--- src/rtl/eyeriss_pkg.sv ---
// Shared definitions for the psum drain path: bit-width helper and drain FSM states.
package eyeriss_pkg;

   typedef enum logic [1:0] {
      IDLE  = 2'd0,
      RUN   = 2'd1,
      FLUSH = 2'd2,
      DONE  = 2'd3
   } drain_state_e;

   // Bits needed to hold 'value' (at least 1), e.g. clogb2(8191) = 13.
   function automatic int clogb2(input int value);
      int v;
      int n;
      v = value;
      n = 0;
      while (v > 0) begin
         n++;
         v = v >> 1;
      end
      return (n == 0) ? 1 : n;
   endfunction

endpackage

--- src/rtl/psum_fifo.sv ---
// Show-ahead elastic buffer between PE_array psum_out and GLB writes.
// A push and a pop in the same cycle both take effect; a push while full is dropped.
module psum_fifo
   import eyeriss_pkg::*;
#(
   parameter int DATA_BITWIDTH = 32,
   parameter int FIFO_DEPTH    = 4
) (
   input  logic                     i_clk,
   input  logic                     i_rst_n,
   input  logic                     i_push,
   input  logic [DATA_BITWIDTH-1:0] i_data,
   input  logic                     i_pop,
   output logic [DATA_BITWIDTH-1:0] o_data,
   output logic                     o_full,
   output logic                     o_empty
);

   localparam int PW = clogb2(FIFO_DEPTH - 1);

   logic [DATA_BITWIDTH-1:0] mem [FIFO_DEPTH];
   logic [PW:0]              wr_ptr;
   logic [PW:0]              rd_ptr;
   logic                     do_push;
   logic                     do_pop;

   // Extra pointer MSB tells a full buffer apart from an empty one.
   assign o_empty = (wr_ptr == rd_ptr);
   assign o_full  = (wr_ptr[PW] != rd_ptr[PW]) && (wr_ptr[PW-1:0] == rd_ptr[PW-1:0]);
   assign do_push = i_push && !o_full;
   assign do_pop  = i_pop && !o_empty;
   assign o_data  = mem[rd_ptr[PW-1:0]];

   always_ff @(posedge i_clk or negedge i_rst_n) begin
      if (!i_rst_n) begin
         wr_ptr <= '0;
         rd_ptr <= '0;
      end else begin
         // NOTE: state registers use <= so every flop samples pre-edge values.
         if (do_push) wr_ptr <= wr_ptr + (PW+1)'(1);
         if (do_pop)  rd_ptr <= rd_ptr + (PW+1)'(1);
      end
   end

   // NOTE: storage is not reset; the pointers alone define which entries are valid.
   always_ff @(posedge i_clk) begin
      if (do_push) mem[wr_ptr[PW-1:0]] <= i_data;
   end

endmodule

--- src/rtl/psum_drain.sv ---
// Drains psums from PE_array into one GLB bank through a small elastic FIFO.
// Optional ReLU on written words: define PSUM_DRAIN_RELU_EN.
module psum_drain
   import eyeriss_pkg::*;
#(
   parameter  int DATA_BITWIDTH = 32,
   parameter  int BANK_NUM      = 3,
   parameter  int BANK_DEPTH    = 8192,
   parameter  int FIFO_DEPTH    = 4,
   localparam int AW            = clogb2(BANK_DEPTH - 1),
   localparam int BW            = clogb2(BANK_NUM - 1)
) (
   input  logic                     i_clk,
   input  logic                     i_rst_n,
   input  logic                     i_start,
   input  logic [BW-1:0]            i_bank_sel,
   input  logic [AW-1:0]            i_base_addr,
   input  logic [AW:0]              i_num_elem,
   input  logic                     i_psum_valid,
   input  logic [DATA_BITWIDTH-1:0] i_psum_data,
   output logic                     o_psum_ready,
   output logic                     o_glb_we,
   output logic [AW-1:0]            o_glb_wa,
   output logic [DATA_BITWIDTH-1:0] o_glb_wd,
   output logic [BW-1:0]            o_glb_bank_sel,
   output logic                     o_busy,
   output logic                     o_done
);

   localparam logic [AW:0] DEPTH_W = (AW+1)'(BANK_DEPTH);

   drain_state_e state;
   drain_state_e state_n;

   logic [BW-1:0]            bank_q;
   logic [AW-1:0]            base_q;
   logic [AW:0]              num_q;
   logic [AW:0]              accept_cnt;
   logic [AW:0]              write_cnt;
   logic                     start_ok;
   logic                     push;
   logic                     pop;
   logic                     fifo_full;
   logic                     fifo_empty;
   logic [DATA_BITWIDTH-1:0] fifo_data;
   logic [DATA_BITWIDTH-1:0] wd_next;
   logic [AW:0]              wa_sum;
   logic [AW:0]              wa_wrap;

   psum_fifo #(
      .DATA_BITWIDTH (DATA_BITWIDTH),
      .FIFO_DEPTH    (FIFO_DEPTH)
   ) u_fifo (
      .i_clk   (i_clk),
      .i_rst_n (i_rst_n),
      .i_push  (push),
      .i_data  (i_psum_data),
      .i_pop   (pop),
      .o_data  (fifo_data),
      .o_full  (fifo_full),
      .o_empty (fifo_empty)
   );

   // NOTE: every always_comb output gets a default first so no latch can be inferred.
   always_comb begin
      state_n      = state;
      o_psum_ready = 1'b0;
      o_busy       = 1'b0;
      o_done       = 1'b0;
      pop          = 1'b0;
      start_ok     = 1'b0;
      case (state)
         IDLE: begin
            if (i_start) begin
               start_ok = 1'b1;
               state_n  = (i_num_elem == '0) ? DONE : RUN;
            end
         end
         RUN: begin
            o_busy       = 1'b1;
            o_psum_ready = !fifo_full && (accept_cnt < num_q);
            pop          = !fifo_empty;
            if (accept_cnt == num_q) state_n = FLUSH;
         end
         FLUSH: begin
            o_busy  = 1'b1;
            pop     = !fifo_empty;
            if (write_cnt == num_q) state_n = DONE;
         end
         DONE: begin
            o_done  = 1'b1;
            state_n = IDLE;
         end
         default: state_n = IDLE;
      endcase
   end

   assign push = i_psum_valid && o_psum_ready;

   // Bank-relative address wraps modulo BANK_DEPTH; one subtraction covers base + offset.
   assign wa_sum  = {1'b0, base_q} + {1'b0, write_cnt[AW-1:0]};
   assign wa_wrap = (wa_sum >= DEPTH_W) ? (wa_sum - DEPTH_W) : wa_sum;

`ifdef PSUM_DRAIN_RELU_EN
   assign wd_next = fifo_data[DATA_BITWIDTH-1] ? '0 : fifo_data;
`else
   assign wd_next = fifo_data;
`endif

   assign o_glb_bank_sel = bank_q;

   always_ff @(posedge i_clk or negedge i_rst_n) begin
      if (!i_rst_n) begin
         state      <= IDLE;
         bank_q     <= '0;
         base_q     <= '0;
         num_q      <= '0;
         accept_cnt <= '0;
         write_cnt  <= '0;
         o_glb_we   <= 1'b0;
         o_glb_wa   <= '0;
         o_glb_wd   <= '0;
      end else begin
         state    <= state_n;
         o_glb_we <= pop;
         if (start_ok) begin
            bank_q     <= i_bank_sel;
            base_q     <= i_base_addr;
            num_q      <= i_num_elem;
            accept_cnt <= '0;
            write_cnt  <= '0;
         end else begin
            if (push) accept_cnt <= accept_cnt + (AW+1)'(1);
            if (pop)  write_cnt  <= write_cnt + (AW+1)'(1);
         end
         if (pop) begin
            o_glb_wa <= wa_wrap[AW-1:0];
            o_glb_wd <= wd_next;
         end
      end
   end

endmodule

--- config.mk ---
export PLATFORM = sky130hd
export DESIGN_NAME = psum_drain
export DESIGN_NICKNAME = d
export VERILOG_FILES = /design/src/rtl/eyeriss_pkg.sv /design/src/rtl/psum_fifo.sv /design/src/rtl/psum_drain.sv
export SDC_FILE = /design/constraint.sdc
export NUM_CORES = 1
export LEC_CHECK = 0
export ABC_CLOCK_PERIOD_IN_PS = 4200
export CORE_ASPECT_RATIO = 0.75
export CORE_MARGIN = 5
export CORE_UTILIZATION = 50
export DETAILED_ROUTE_END_ITERATION = 8
export GPL_ROUTABILITY_DRIVEN = 0
export PLACE_DENSITY = 0.79
export SLEW_MARGIN = 10
export SYNTH_ARGS = -nofsm -noshare
export SYNTH_HDL_FRONTEND = slang
export SYNTH_HIERARCHICAL = 1
export SYNTH_SLANG_ARGS = --single-unit
--- constraint.sdc ---
create_clock -name i_clk -period 4.2 [get_ports i_clk]
set_input_delay 1.05 -clock i_clk [delete_from_list [all_inputs] [get_ports i_clk]]
set_output_delay 1.05 -clock i_clk [all_outputs]
set_load 0.005 [all_outputs]
==> implementation parameters <==
Parameter                              Value

Detailed routing
  DRC errors left    0
  Per-cell via count in the routed design    5.315
  Wire length per cell    17.57 um
  First-pass iteration count of the detailed router    5
  Post-detailed-routing wire length    21.96 mm
  Routed vias    6644
  Initial DRC count    516
  ANT nets after route    0

Power
  Leak Pwr    5.183 nW
  Pwr dens    377.6 nW/um^2
  Worst supply voltage drop on vdd    0.0002774 V

Job
  Max-cap check violation count    0

STA
  # setup viols final    0
  Final critical delay including setup and external delays    3.839 ns
  Pin slew with the least headroom to its limit    0.9550 ns
  Highest clock rate    260.5 MHz
  Setup repair after global routing missed its margin    no
  Setup TNS    0 ns
  Worst slew margin relative to its limit    0.3618
  Worst-case clock skew    0.008756 ns
  Final Hold Fails    0
  Max-slew violation total from the final report    0
  Final worst path period share    0.9141

Synthesis
  Library cell occupying the most area in the post-synthesis netlist    sky130_fd_sc_hd__edfxtp_1
  Post-synth EDFFs    128
  Portion of synthesized cell area occupied by the leading cell type    0.3648
  Asr flop ratio synth    0.4644
  Proportion of synthesized chip area in sequential cells    0.6284
  Yosys synthesis warning count    6
  Synthesized instance count    818
  Mapped Area    10540 um^2
  Post-synthesis area per instance    12.88 um^2
  Most frequent cells after synthesis    201 x sky130_fd_sc_hd__nand2_1, 128 x sky130_fd_sc_hd__edfxtp_1, 111 x sky130_fd_sc_hd__dfrtp_1
  FF+latch count, synth    239
  Leading post-synthesis cells by cell area    sky130_fd_sc_hd__edfxtp_1 36%, sky130_fd_sc_hd__dfrtp_1 26%, sky130_fd_sc_hd__nand2_1 7.2%
  Distinct cell type count of the synthesized netlist    57
  Main flop type after synthesis    sky130_fd_sc_hd__edfxtp_1
  Net Count, Synth    922
  Most frequently used cell type in the post-synthesis netlist    sky130_fd_sc_hd__nand2_1

Setup path
  Data required, critical path    3.15 ns
  Worst-path cell with the longest stage delay    sky130_fd_sc_hd__clkdlybuf4s50_1
  Number of buffer and inverter instances along the worst setup path    2
  R2r setup slk    1.06 ns
  Critical path arrival    2.79 ns
  Top cell family by delay on the critical path    compound AO/OA/AOI/OAI gates
  Worst setup path category    flip-flop to output port
  Logic depth of the worst register-to-register path    10
  Type of element capturing the critical path    output port
  FF-to-FF End    write_cnt[12]
  Worst reg2reg startpoint    u_fifo/rd_ptr[0]
  Largest fanout on the critical path    6
  Delay contributed by the slowest stage of the critical path    0.50 ns
  Cell Chain, Critical Path    ha_1, a211oi_2, nor2_1, o311ai_4, nand3_2, inv_1, clkdlybuf4s50_1
  Sort of element at the start of the critical path    flip-flop

Placed design
  Post-Place Cells    1206
  Half-perimeter wire length of the detailed placement result    14.52 mm
  Count of input and output buffers    115

Clocking
  CTS tree    yes
  Post-CTS sizing    0
  Insertion delay of the later-clocked pin in the worst-skew pair    0.51 ns
  CTS root buffer    sky130_fd_sc_hd__clkbuf_16
  Post-CTS Repair Setup Buffers    0
  Num CTS Buffers    24
  Clk buf depth    3
  Worst-path clk slew    0.07 ns
  Post-CTS Hold Fix Bufs    0
  H-tree depth    1
  Sink Count    239

Die
  Area of the placeable core    20950 um^2
  Die extent in y    135.7 um
  Full die area    24110 um^2
  Number of top-level pins    116
  Number of core rows    46
  Effective utilization at floorplan    0.5030
  Width of the die    177.6 um

Status
  Outcome    finished clean

Layout
  Register Area    6624 um^2
  Signed area change from the synthesized netlist to the final layout    22.47%
  # fillers    1600
  Final Instance Count excl. Fillers    1250
  Ant diodes    0
  Area taken by multi-input logic gates    3686 um^2
  Layout cell share with drive strength beyond 1    0.1164
  Number of nets in the finished design    1048

GRT
  Global-route wire length before repair    35.86 mm
  Total congestion overflow    0
  Global-route layer with the greatest usage    met2
  Aggregate global-route resource usage    0.1860
  Largest net degree at the start of global routing    54
  Met3 global-route usage    0.03237
  Number of antenna violations at the first check in global routing    0
  Global Route met2 Usage    0.3025
  Via count of the first global-routing pass    6842
  Met1 global-route usage    0.2691

Min path
  Min-Delay Path Class    flip-flop to flip-flop
  Min-Delay Endpoint    o_glb_wd[5]
  Worst Min Path Start    o_glb_wd[5]
  Min-Delay Path Depth    2
-- flip-flops by register name, summed over array words and instances, names as in the netlist --
register        cells
state               2
u_fifo/wr_ptr       3
num_q              14
accept_cnt         14
o_glb_wa           13
o_glb_we            1
o_glb_wd           32
write_cnt          14
o_glb_bank_sel      2
base_q             13
u_fifo/mem        128
u_fifo/rd_ptr       3
-- report_power, final --
| group | leakage, nW | total [mW] | switching, mW | internal [mW] |
|---|---|---|---|---|
| Combinational | 2.21 | 0.101 | 0.0460 | 0.0555 |
| Sequential | 2.55 | 2.47 | 0 | 2.47 |
| Clock | 0.417 | 2.30 | 0.892 | 1.41 |
| Total | 5.18 | 4.87 | 0.938 | 3.94 |
-- through the flow --
| stage | hold slack [ns] | area (um^2) | worst slack [ns] | utilization | total power [mW] |
|---|---|---|---|---|---|
| 6_report | 0.4733 | 12900 | 0.3607 | 0.6160 | 4.874 |
| 5_1_grt | 0.5036 | 12900 | 0.2138 | 0.6160 | 5.034 |
| 4_1_cts | 0.4778 | 12900 | 0.3555 | 0.6160 | 4.923 |
| 3_5_place_dp | 0.4621 | 12040 | 0.9183 | 0.5746 | 2.624 |
| 3_3_place_gp | 0.4565 | 12040 | 0.9643 | 0.5746 | 2.622 |
| 2_1_floorplan | 0.4523 | 10540 | 1.002 | - | 2.523 |
-- layer usage --
metal / share of wire / vias to the layer above
met5: 0 / -
met4: 0.016 / 0
met3: 0.048 / 23
met2: 0.47 / 156
met1: 0.47 / 3278
li1: - / 3187
-- layout by cell type, fill, tap and decap left out, drive strengths merged, types with 5 or more instances in the layout --
master and n:
ha 38, nand3 16, inv 30, nor4 6
mux4 32, nand2 201, xnor2 17, clkdlybuf4s50 114
nor2 29, and2 5, dfrtp 111, buf 14
o31ai 8, or3 6, bufinv 5, clkbuf 28
xor2 30, a211oi 8, edfxtp 128, and3 10
nor3 6, a21oi 21, nand4 9, o21ai 37
clkinv 7
-- worst register-to-register path: cells and delay by family, from the launching register on --
family / cells / cell delay (ns)
buf+inv: 2 / 0.94
compound gates: 1 / 0.17
flops: 1 / 0.38
xor+xnor: 1 / 0.33
simple gates: 6 / 1.24
-- final cells by class --
cell class,instances,share of cell area
multi-input cells,522,0.2856
repair buffers,128,0.09754
inverters,29,0.008435
well taps,288,0.02792
clock inverters,16,0.01784
clock buffers,28,0.04935
flip-flops and latches,239,0.5133
-- how the worst max path moves through the flow --
stage	from	endpoint	slack, ns	depth (start not counted)
global route	accept_cnt[3]	o_psum_ready	0.21	7
CTS	accept_cnt[3]	o_psum_ready	0.36	7
finish	accept_cnt[3]	o_psum_ready	0.36	7
detailed placement	accept_cnt[3]	o_psum_ready	0.92	7
global placement	accept_cnt[3]	o_psum_ready	0.96	7
floorplan	accept_cnt[3]	u_fifo/mem[0][0]	1.00	7
-- cell families after synthesis --
family,after synthesis,share of synthesized area
DFF,239,0.6284
AOI/OAI and AO/OA,96,0.06103
adders and majority gates,39,0.04702
muxes,36,0.07231
xor gates and xnor gates,47,0.04191
buffers and inverters,57,0.02256
and+or+nand+nor,304,0.1268
No activity file was read; power rests on OpenSTA's default activity.
